===== src/rtl/tile_pkg.sv =====
// Shared encodings for the tile edge-function evaluator and its scan sequencer.
// Command codes are consumed by the tile; the state enum is private to tile_scan.
package tile_pkg;

  localparam logic [1:0] CMD_NOP     = 2'd0;
  localparam logic [1:0] CMD_RESTART = 2'd1;
  localparam logic [1:0] CMD_STEPY   = 2'd2;
  localparam logic [1:0] CMD_STEPX   = 2'd3;

  typedef enum logic [1:0] {
    IDLE    = 2'd0,
    RESTART = 2'd1,
    SCAN    = 2'd2
  } scan_state_t;

  // Counter width that stays legal for a dimension of 1.
  function automatic int cnt_w(input int n);
    return (n > 1) ? $clog2(n) : 1;
  endfunction

endpackage


===== src/rtl/tile_scan.sv =====
// Raster sequencer driving a tile's restart/stepy/stepx commands; first pixel 2 cycles after start.
// Pixel stream is valid/ready; a stalled pixel freezes the tile (command=nop) so outputs hold.
module tile_scan
  import tile_pkg::*;
#(
  parameter int TILE_W     = 32,
  parameter int TILE_H     = 32,
  parameter int XW         = 11,
  parameter int YW         = 11,
  parameter int SKIP_EMPTY = 0,
  parameter int CW         = $clog2(TILE_W*TILE_H+1)
) (
  input  logic          clock,
  input  logic          reset_n,
  input  logic          start,
  input  logic          abort,
  input  logic [XW-1:0] origin_x,
  input  logic [YW-1:0] origin_y,
  output logic          busy,
  output logic          done,
  output logic [CW-1:0] covered_count,
  output logic [1:0]    command,
  input  logic          inside_triangle,
  output logic          pixel_valid,
  input  logic          pixel_ready,
  output logic [XW-1:0] pixel_x,
  output logic [YW-1:0] pixel_y,
  output logic          pixel_inside
);

  localparam int XCW = cnt_w(TILE_W);
  localparam int YCW = cnt_w(TILE_H);
  localparam logic [XCW-1:0] X_LAST = XCW'(TILE_W-1);
  localparam logic [YCW-1:0] Y_LAST = YCW'(TILE_H-1);

  scan_state_t    r_state, w_state_nxt;
  logic [XCW-1:0] r_x, w_x_nxt;
  logic [YCW-1:0] r_y, w_y_nxt;
  logic [XW-1:0]  r_org_x;
  logic [YW-1:0]  r_org_y;
  logic [CW-1:0]  r_cnt;
  logic           r_done;

  logic           w_latch;
  logic           w_valid;
  logic           w_adv;
  logic           w_count;
  logic           w_done_nxt;
  logic [1:0]     w_cmd;

  always_comb begin
    w_state_nxt = r_state;
    w_x_nxt     = r_x;
    w_y_nxt     = r_y;
    w_latch     = 1'b0;
    w_valid     = 1'b0;
    w_adv       = 1'b0;
    w_count     = 1'b0;
    w_done_nxt  = 1'b0;
    w_cmd       = CMD_NOP;
    case (r_state)
      IDLE: begin
        if (start && !abort) begin
          w_latch     = 1'b1;
          w_state_nxt = RESTART;
        end
      end
      RESTART: begin
        if (abort) begin
          w_state_nxt = IDLE;
        end else begin
          w_cmd       = CMD_RESTART;
          w_x_nxt     = '0;
          w_y_nxt     = '0;
          w_state_nxt = SCAN;
        end
      end
      SCAN: begin
        if (abort) begin
          w_state_nxt = IDLE;
        end else begin
          // Skipped (uncovered) pixels advance unconditionally; presented ones wait for ready.
          w_valid = !((SKIP_EMPTY != 0) && !inside_triangle);
          w_adv   = w_valid ? pixel_ready : 1'b1;
          if (w_adv) begin
            w_count = inside_triangle;
            if (r_x != X_LAST) begin
              w_cmd   = CMD_STEPX;
              w_x_nxt = r_x + XCW'(1);
            end else if (r_y != Y_LAST) begin
              w_cmd   = CMD_STEPY;
              w_x_nxt = '0;
              w_y_nxt = r_y + YCW'(1);
            end else begin
              w_state_nxt = IDLE;
              w_done_nxt  = 1'b1;
            end
          end
        end
      end
      default: w_state_nxt = IDLE;
    endcase
  end

  always_ff @(posedge clock or negedge reset_n) begin
    if (!reset_n) begin
      r_state <= IDLE;
      r_x     <= '0;
      r_y     <= '0;
      r_org_x <= '0;
      r_org_y <= '0;
      r_cnt   <= '0;
      r_done  <= 1'b0;
    end else begin
      r_state <= w_state_nxt;
      r_x     <= w_x_nxt;
      r_y     <= w_y_nxt;
      r_done  <= w_done_nxt;
      if (w_latch) begin
        r_org_x <= origin_x;
        r_org_y <= origin_y;
        r_cnt   <= '0;
        r_x     <= '0;
        r_y     <= '0;
      end else if (w_count) begin
        r_cnt <= r_cnt + CW'(1);
      end
    end
  end

  assign busy          = (r_state != IDLE);
  assign done          = r_done;
  assign covered_count = r_cnt;
  assign command       = w_cmd;
  assign pixel_valid   = w_valid;
  assign pixel_x       = r_org_x + XW'(r_x);
  assign pixel_y       = r_org_y + YW'(r_y);
  assign pixel_inside  = (r_state == SCAN) && inside_triangle;

endmodule


===== config.mk =====
export PLATFORM = sky130hd
export DESIGN_NAME = tile_scan
export DESIGN_NICKNAME = d
export VERILOG_FILES = /design/src/rtl/tile_pkg.sv /design/src/rtl/tile_scan.sv
export SDC_FILE = /design/constraint.sdc
export NUM_CORES = 1
export LEC_CHECK = 0
export ABC_AREA = 1
export BUFFER_PORTS_ARGS = -buffer_cell sky130_fd_sc_hd__buf_2
export CAP_MARGIN = 20
export CORE_ASPECT_RATIO = 0.75
export CORE_UTILIZATION = 55
export CTS_CLUSTER_DIAMETER = 200
export CTS_CLUSTER_SIZE = 14
export DETAILED_ROUTE_END_ITERATION = 8
export HOLD_SLACK_MARGIN = 0.08
export PLACE_DENSITY = 0.81
export SYNTH_ARGS = -nofsm -noshare
export SYNTH_HDL_FRONTEND = slang
export SYNTH_SLANG_ARGS = --single-unit

===== constraint.sdc =====
create_clock -name clock -period 2.2 [get_ports clock]
set_clock_uncertainty 0.05 [all_clocks]
set_input_delay 0.33 -clock clock [delete_from_list [all_inputs] [get_ports clock]]
set_output_delay 0.33 -clock clock [all_outputs]
set_load 0.1 [all_outputs]

# Word level (Yosys, flattened, before mapping)
# Cells that the tools add are included.
[word_totals] reg_bits=46 inputBits=28 output_inout_bits=39 elab_cells=76
[op_classes] mux=40 reduce_logical=10 n_eq_ne=14 add_sub_neg=5
[ops] cell="5-bit two-way mux" n=11
[ops] cell="3-bit inequality test, second input constant" n=8
[ops] cell="11-bit by 5-bit adder with 11-bit output" n=2
[ops] cell="11-bit two-way mux" n=2
[ops] cell="2-bit two-way mux" n=10
[ops] cell="5-bit case mux with 2 select lines" n=2
[ops] cell="1-bit two-way mux" n=13
[ops] cell="11-bit by 1-bit adder with 11-bit output, second input constant" n=1
[ops] cell="5-bit by 1-bit adder with 5-bit output, second input constant" n=2
[ops] cell="5-bit inequality test, second input constant" n=2
[ops] cell="2-bit case mux with 3 select lines" n=1
[ops] cell="6-bit AND reduction" n=1
[ops] cell="5-bit AND reduction" n=1
[ops] cell="4-bit inequality test, second input constant" n=1
[ops] cell="2-bit case mux with 2 select lines" n=1
[ops] cell="4-bit AND reduction" n=1
[ops] cell="2-bit nonzero test" n=2
[ops] cell="3-bit nonzero test" n=1
[ops] cell="2-bit by 1-bit equality test with 1-bit output, second input constant" n=1
[ops] cell="2-bit equality test, second input constant" n=1
[ops] cell="1-bit logical AND" n=2
[ops] cell="2-bit zero test" n=1
[ops] cell="2-bit inequality test, second input constant" n=1
[ops] cell="1-bit zero test" n=1

# Logic depth before layout (Yosys ltp)
# Gate-level depths: netlist of run 1.
[depth] depth_word=7 mapped_depth=12 depth_no_buf=12

# Worst setup path before layout of run 1
# No wires, ideal clock.
[synth_timing] path_kind="reg-to-output" startpoint="register r_state[0]" endpoint="output command[1]" slack_ps=-2583 n_path_buf=1 required_time_ps=1820 stages_incl_launch_ff=8 t_arrival_ps=4403 cell_sequence="dfrtp_1 inv_1 ha_1 buf_6 inv_2 nor2_1 nand2_1 nor3_1"
[synth_between] elab_chain_cells=2 elab_cells_between_ends=3 cone_classes="eq/ne: 2; mux: 1"
[synth_rtl] element="start: declaration" line="tile_scan.sv:36" source="scan_state_t r_state, w_state_nxt;"
[synth_rtl] element="start signal: assignment" line="tile_scan.sv:115" source="r_state <= w_state_nxt;"
[synth_rtl] element="2-bit equality test or 2-bit by 1-bit equality test with 1-bit output (tied branches)" line="tile_scan.sv:61" source="case (r_state)"
[synth_rtl] element="2-bit case mux with 2 select lines *" line="tile_scan.sv:61"
[synth_rtl] element="end: declaration" line="tile_scan.sv:22" source="output logic [1:0] command,"
# Every way passes the cells marked *; elsewhere a longest branch is shown, timed or not.

# Final worst setup path of run 1
[layout_timing] startpoint="register r_x[0]" endpoint="output pixel_x[10]"
[layout_between] elab_chain_cells=1
[layout_rtl] element="start: declaration" line="tile_scan.sv:37" source="logic [XCW-1:0] r_x, w_x_nxt;"
[layout_rtl] element="start signal: assignment" line="tile_scan.sv:116" source="r_x <= w_x_nxt;"
[layout_rtl] element="11-bit by 5-bit adder with 11-bit output" line="tile_scan.sv:136" source="assign pixel_x = r_org_x + XW'(r_x);"
[layout_rtl] element="end: declaration" line="tile_scan.sv:26" source="output logic [XW-1:0] pixel_x,"
# No other way between the ends.

==> metrics.md, run 1 <==
| Metric | Value |
|---|---|
| Outcome | complete, but fails checks |
| Violated checks | negative setup slack |
| Worst min path class | in2reg |
| P per Cell Area | about 1500 nW/µm² |
| Fin. max-slew vios | 0 |
| Remaining DRCs | 0 |
| Area Overhead vs Synth | 58.7% |
| Die height | 66.0 µm |
| Pre-CTS WS | around 0.061 ns |
| Crit path buf inv count | 2 |
| NetSw | just under 4 mW |
| M1 wire length | about 4400 µm |
| DR WL met3 | roughly 1700 µm |
| Layout cell share with drive strength beyond 1 | 42.6% |
| Die area | roughly 5800 µm² |
| Internal power | 3.14 mW |
| Die X | slightly below 90 µm |
| R2R Path Start | r_x[1] |
| Top routing layer in use | met4 |
| CTS sink cnt | 46 |
| Sw frac | 55.9% |
| Fmax achieved | around 360 MHz |
| Seq/Total Area, Yosys | a little under two fifths |
| Worst-path clk slew | 0.10 ns |
| Crit start category | flop |
| Least-Margin Pin Slew | 0.806 ns |
| Fin nets | 552 |
| I/O pins | 67 |
| DP Cell Count | around 550 |
| DRT Pass-1 Iters | 8 |
| Ys Warns | 0 |
| Syn_area_per_cell | 7.50 µm² |
| GRT overflow | 0 |
| Post-route clock period utilization | 128% |
| TritonCTS clock tree | built |
| Utilization after layout | 94.0% |
| Cell Rows | 22 |
| Core ar. | around 5000 µm² |
| Vias/cell | 6.56 |
| Root Buffer | clkbuf_8 |
| Worst-Skew Late Latency | between 0.3 and 0.4 ns |
| Flop pwr share | between 10% and 20% |
| Initial antenna violation count | 0 |
| First-pass GRT wire length | around 16,000 µm |
| Gpl congestion | 0.914 |
| WL/cell | between 20 and 25 µm |
| Pleak | roughly 2.4 nW |
| Net Count, Synth | between 400 and 500 |
| Cell family with most CP delay | simple AND/OR/NAND/NOR gates |
| Met2 WL | between 6000 and 7000 µm |
| Crit-path cells | ha_2, inv_2, fa_2, nand3b_1, nand2_2, nand2_2, nand2_4, nand3b_1, nand2_4, buf_12 |
| Crit Path Category | reg2out |
| Starting Density | around three fifths |
| Final setup margin | -0.614 ns |
| Final hold violations | 0 |
| Worst VDD drop | roughly 1300 µV |
| Clock power share | about an eighth |
| Antenna-violating nets left | 0 |
| Crit Path Max Fanout | 5 |
| Combinational share of power | about two thirds |
| Pin count of the biggest net entering global routing | 34 |
| Seq cells post-synth | between 40 and 50 |
| DRT iter0 DRCs | between 400 and 500 |
| Detailed Place HPWL | approximately 5800 µm |
| Mapped Area | 3000 µm² |
| Via count | around 3,800 |
| Minimum clock period | approximately 2.8 ns |
| Port Buffer Count | 66 |
| Hold_sp | origin_y[0] |
| Vias in the first global route | ~3,300 |
| Max-cap viol count | 0 |
| Multi-input logic area | 2160 µm² |
| WP data arrival | 2.43 ns |
| Total CTS buffers | 5 |
| H-tree lvl count | 2 |
| Reg area | 1160 µm² |
| Final setup vio count | 22 |
| WP data required | 1.82 ns |
| CP Launch Point | r_x[0] |
| Final Instance Count excl. Fillers | slightly below 600 |
| Synthesized instance count | 400 |
| GRT Total Usage | 38.5% |
| CP max-delay cell | dfrtp_1 |
| # fillers | around 160 |
| Crit. End Element | output pin |
| Diodes inserted | 0 |
| Slowest stage delay, CP | ~0.38 ns |
| Total Wirelength | roughly 14,000 µm |
| WHS | between 0.15 and 0.2 ns |
| Worst slew margin relative to its limit | 46.2% |
| RSZ-0062 raised after global routing | yes |
| Max clock buf depth | 2 |
| Netlist cell types | 31 |
-- flip-flops by register name (all words and copies together), names as in the netlist --
register	flops
covered_count	11
done	1
r_org_y	11
r_x	5
r_org_x	11
r_y	5
r_state	2
-- power by group through the flow --
stage,Combinational (mW),Sequential [mW],Clock (mW)
final,4.87,1.40,0.834
after global routing,5.00,1.42,0.852
after CTS,4.49,1.33,0.798
after detailed placement,4.35,1.31,0
after global placement,4.26,1.29,0
after floorplan,3.00,1.35,0
-- logic make-up after synthesis --
family / Yosys count / share of synthesized area, %
compound gates: 33 / 5.76
buf+inv: 64 / 9.22
simple gates: 223 / 33.7
mux: 1 / 0.334
flops: 46 / 38.4
xor+xnor: 13 / 3.80
fa+ha+maj: 20 / 8.84
-- cell usage after synthesis, drive strengths merged --
library cell	instances	area (µm²)
ha	18	225
xor2	11	96.3
inv	56	213
mux2i	1	10.0
nand3b	8	60.1
clkbuf	1	5.00
o21ai	20	108
nand4	6	52.6
nor2	21	104
buf	7	58.8
fa	2	40.0
or2	1	6.26
a21oi	13	65.1
xnor2	2	17.5
dfrtp	46	1150
nor3	11	60.1
nand2	151	589
nand3	25	138
-- placed cells by master (no fill, tap or decap), types with 3 or more instances in the layout --
master / count
nor2_1: 16
nand3_1: 19
ha_4: 8
xor2_1: 3
dfrtp_1: 41
ha_2: 5
clkbuf_8: 6
nand2_1: 109
xor2_4: 8
nand3b_1: 8
nand3_2: 3
nand4_1: 5
nand2_4: 12
buf_2: 43
nor2_4: 4
buf_4: 31
dfrtp_2: 5
nand2_8: 3
inv_2: 7
buf_12: 23
a21oi_4: 3
o21ai_1: 13
ha_1: 5
o21ai_0: 5
buf_6: 6
nand2_2: 27
nor3_1: 9
nand3_4: 3
inv_1: 47
a21oi_1: 8
-- per-stage QoR --
stage	instance area, µm²	power [mW]	TNS, ns
6_report	4760	7.11	-4.88
3_5_place_dp	4150	5.66	0
4_1_cts	4530	6.61	-2.15
3_3_place_gp	4150	5.55	0
5_1_grt	4760	7.27	-6.36
2_1_floorplan	3340	4.36	-1.67
-- tightest hold or removal path, delay by kind of cell --
family / cells / cell delay [ns]
simple gates: 2 / 0.10
buf+inv: 1 / 0.08
-- area by class of cell --
class / instances / area share (%)
multi-input cells: 290 / 45.4
clock inverters: 2 / 1.26
well taps: 72 / 1.89
inverters: 56 / 4.52
clock buffers: 6 / 1.74
repair buffers: 105 / 20.9
flip-flops and latches: 46 / 24.3
-- what timing repair did --
action	in CTS	in global routing
hold buffers	1	0
pin swaps	22	26
gates resized for setup	39	27
hold endpoints to repair	30	0
endpoints found under the setup margin	18	20
setup buffers	7	15
-- final timing paths --
| path | to | slack [ns] | cells after the start |
|---|---|---|---|
| max reg2reg | r_state[1] | -0.10 | 10 |
| min | r_org_y[0] | 0.16 | 3 |
| min reg2reg | r_state[0] | 0.49 | 2 |
| max in group asynchronous | r_org_x[8] | 0.86 | 3 |
| max | pixel_x[10] | -0.61 | 10 |
| min in group asynchronous | r_state[0] | 0.55 | 2 |
-- per-layer routing --
layer | track usage (%) | up-vias
met5 | 0 | -
met4 | 24.2 | 0
met3 | 9.11 | 163
met2 | 64.7 | 407
met1 | 44.6 | 1755
li1 | - | 1458
Note: power is estimated with default switching activity, not from simulation.
==> run 2, diff against run 1 <==
==> constraint.sdc (replaced) <==
create_clock -name clock -period 3 [get_ports clock]
set_clock_uncertainty 0.05 [all_clocks]
set_input_delay 0.45 -clock clock [delete_from_list [all_inputs] [get_ports clock]]
set_output_delay 0.45 -clock clock [all_outputs]
set_load 0.1 [all_outputs]
==> run 2 against run 1 <==
The flow now finishes without violations. Cell area is 25% lower. First-iteration DRC count down 74%. Flip-flop and latch count stayed put. Total power shrank 48%. Via count fell by 28%. Critical path depth down 1. Global-route usage is 15 points lower. Clock-buffer cell count shrank 1. Clock power shrank 57%. Core utilization decreased by 23 points. Critical path type unchanged. Critical endpoint is now pixel_y[6].
==> metrics.md, run 2 (same netlist as run 1, synthesis figures left out) <==
| Metric | Value |
|---|---|
| Final setup vio count | 0 |
| Die area | roughly 5800 µm² |
| Final setup margin | 0.127 ns |
| Total Wirelength | between 6000 and 7000 µm |
| Starting Density | about three fifths |
| Port Buffer Count | 66 |
| Worst VDD drop | 658 µV |
| R2R depth | 7 |
| Max-cap viol count | 0 |
| Area Overhead vs Synth | 19.4% |
| Final Power | approximately 3.7 mW |
| Pin count of the biggest net entering global routing | between 40 and 50 |
| CP dominant cell by count | nand2_1 |
| Pleak | around 2.0 nW |
| Outcome | completed |
| Hold Buf Count CTS | 0 |
| Setup Total Neg Slack | 0 ns |
| Fin. max-slew vios | 0 |
| GRT Total Usage | 23.4% |
| DRT iter0 DRCs | between 100 and 150 |
| Slowest stage delay, CP | approximately 0.43 ns |
| Crit Path Max Fanout | 5 |
| Antenna-violating nets left | 0 |
| CTS sink cnt | 46 |
| WHS | 0.0698 ns |
| P per Cell Area | between 1000 and 1500 nW/µm² |
| Post CTS Setup Buffer Count | 0 |
| Final Instance Count excl. Fillers | about 540 |
| Crit. End Element | output pin |
| Crit-path cells | ha_1, inv_1, fa_1, nand3b_1, nand2_1, nand2_1, nand2_1, xor2_2, buf_4 |
| Remaining DRCs | 0 |
| Diodes inserted | 0 |
| Gpl congestion | roughly 0.88 |
| Initial antenna violation count | 0 |
| R2R Path Start | r_state[0] |
| Post-placement cell area | around 3400 µm² |
| Crit Path Category | reg2out |
| Fmax achieved | 348 MHz |
| First-pass GRT wire length | between 10,000 and 15,000 µm |
| WP data arrival | about 2.4 ns |
| Fin nets | between 500 and 600 |
| Cell family with most CP delay | adder cells |
| Worst slew margin relative to its limit | approximately two thirds |
| Worst r2r dst | covered_count[3] |
| Pre-CTS WS | ~0.3 ns |
| Utilization after layout | 70.7% |
| Worst min path class | in2async |
| Final instance area | 3580 µm² |
| Reg-to-reg slack, setup | between 0.9 and 1 ns |
| Cell Rows | 22 |
| DRT Pass-1 Iters | 4 |
| I/O pins | 67 |
| H-tree lvl count | 2 |
| Core ar. | 5060 µm² |
| Detailed Place HPWL | 4720 µm |
| Post-route clock period utilization | a little over nine tenths |
| Most frequent cells in the layout | nand2_1 (145), buf_2 (60), inv_1 (51), dfrtp_1 (46), nand3_1 (24) |
| CP max-delay cell | dfrtp_1 |
| Vias/cell | between 5 and 6 |
| Die height | 66.0 µm |
| Least-Margin Pin Slew | between 0.5 and 0.6 ns |
| Root Buffer | clkbuf_8 |
| Total CTS buffers | 5 |
| Final hold violations | 0 |
| DP Cell Count | around 530 |
| Worst-path clk slew | ~0.080 ns |
| Crit start category | flop |
| GRT overflow | 0 |
| Layout cell share with drive strength beyond 1 | between 20% and 30% |
| Most common cell after layout, fill and taps aside | nand2_1 |
| WL/cell | around 12 µm |
| Worst-Skew Late Latency | 0.29 ns |
| Minimum clock period | roughly 2.9 ns |
| Via count | approximately 2,700 |
| WP data required | between 2 and 3 ns |
| Max clock buf depth | 2 |
| Die X | approximately 87 µm |
| Crit path buf inv count | 2 |
| Vias in the first global route | around 2,500 |
| TritonCTS clock tree | built |
## run 2: layer usage
layer  GRT usage, %  part of all wire [%]  up-vias
li1               -                     -     1387
met1           31.3                    48     1267
met2           39.8                    47       76
met3           3.87                   4.8        5
met4           5.53                  0.59        0
met5              0                     0        -
## run 2: area by class of cell
| type | instances | area (µm²) |
|---|---|---|
| clock buffer | 5 | 68.8 |
| clock inverter | 2 | 10.0 |
| sequential | 46 | 1150 |
| fill | 451 | 1480 |
| timing repair buffer | 68 | 392 |
| inverter | 56 | 213 |
| tap | 72 | 90.1 |
| multi-input combinational | 290 | 1660 |
## run 2: how the worst max path moves through the flow
| stage | cells after the start | slack (ns) | start | to |
|---|---|---|---|---|
| after detailed placement | 10 | 0.31 | r_x[0] | pixel_x[10] |
| after CTS | 10 | 0.1 | r_y[0] | pixel_y[10] |
| after floorplan | 4 | -0.07 | r_y[0] | pixel_y[2] |
| final | 9 | 0.13 | r_y[0] | pixel_y[6] |
| after global routing | 9 | -0.002 | r_y[0] | pixel_y[6] |
| after global placement | 10 | 0.35 | r_x[0] | pixel_x[8] |
## run 2: power by group
part           internal [mW]  switching [mW]
Combinational          0.482            1.96
Clock                  0.157           0.202
Sequential             0.787           0.142
Total                   1.43            2.30
## run 2: what timing repair did
item                       in CTS  in global routing
setup endpoints to repair       6                  5
gates resized for setup         6                  6
gates cloned                    0                  0
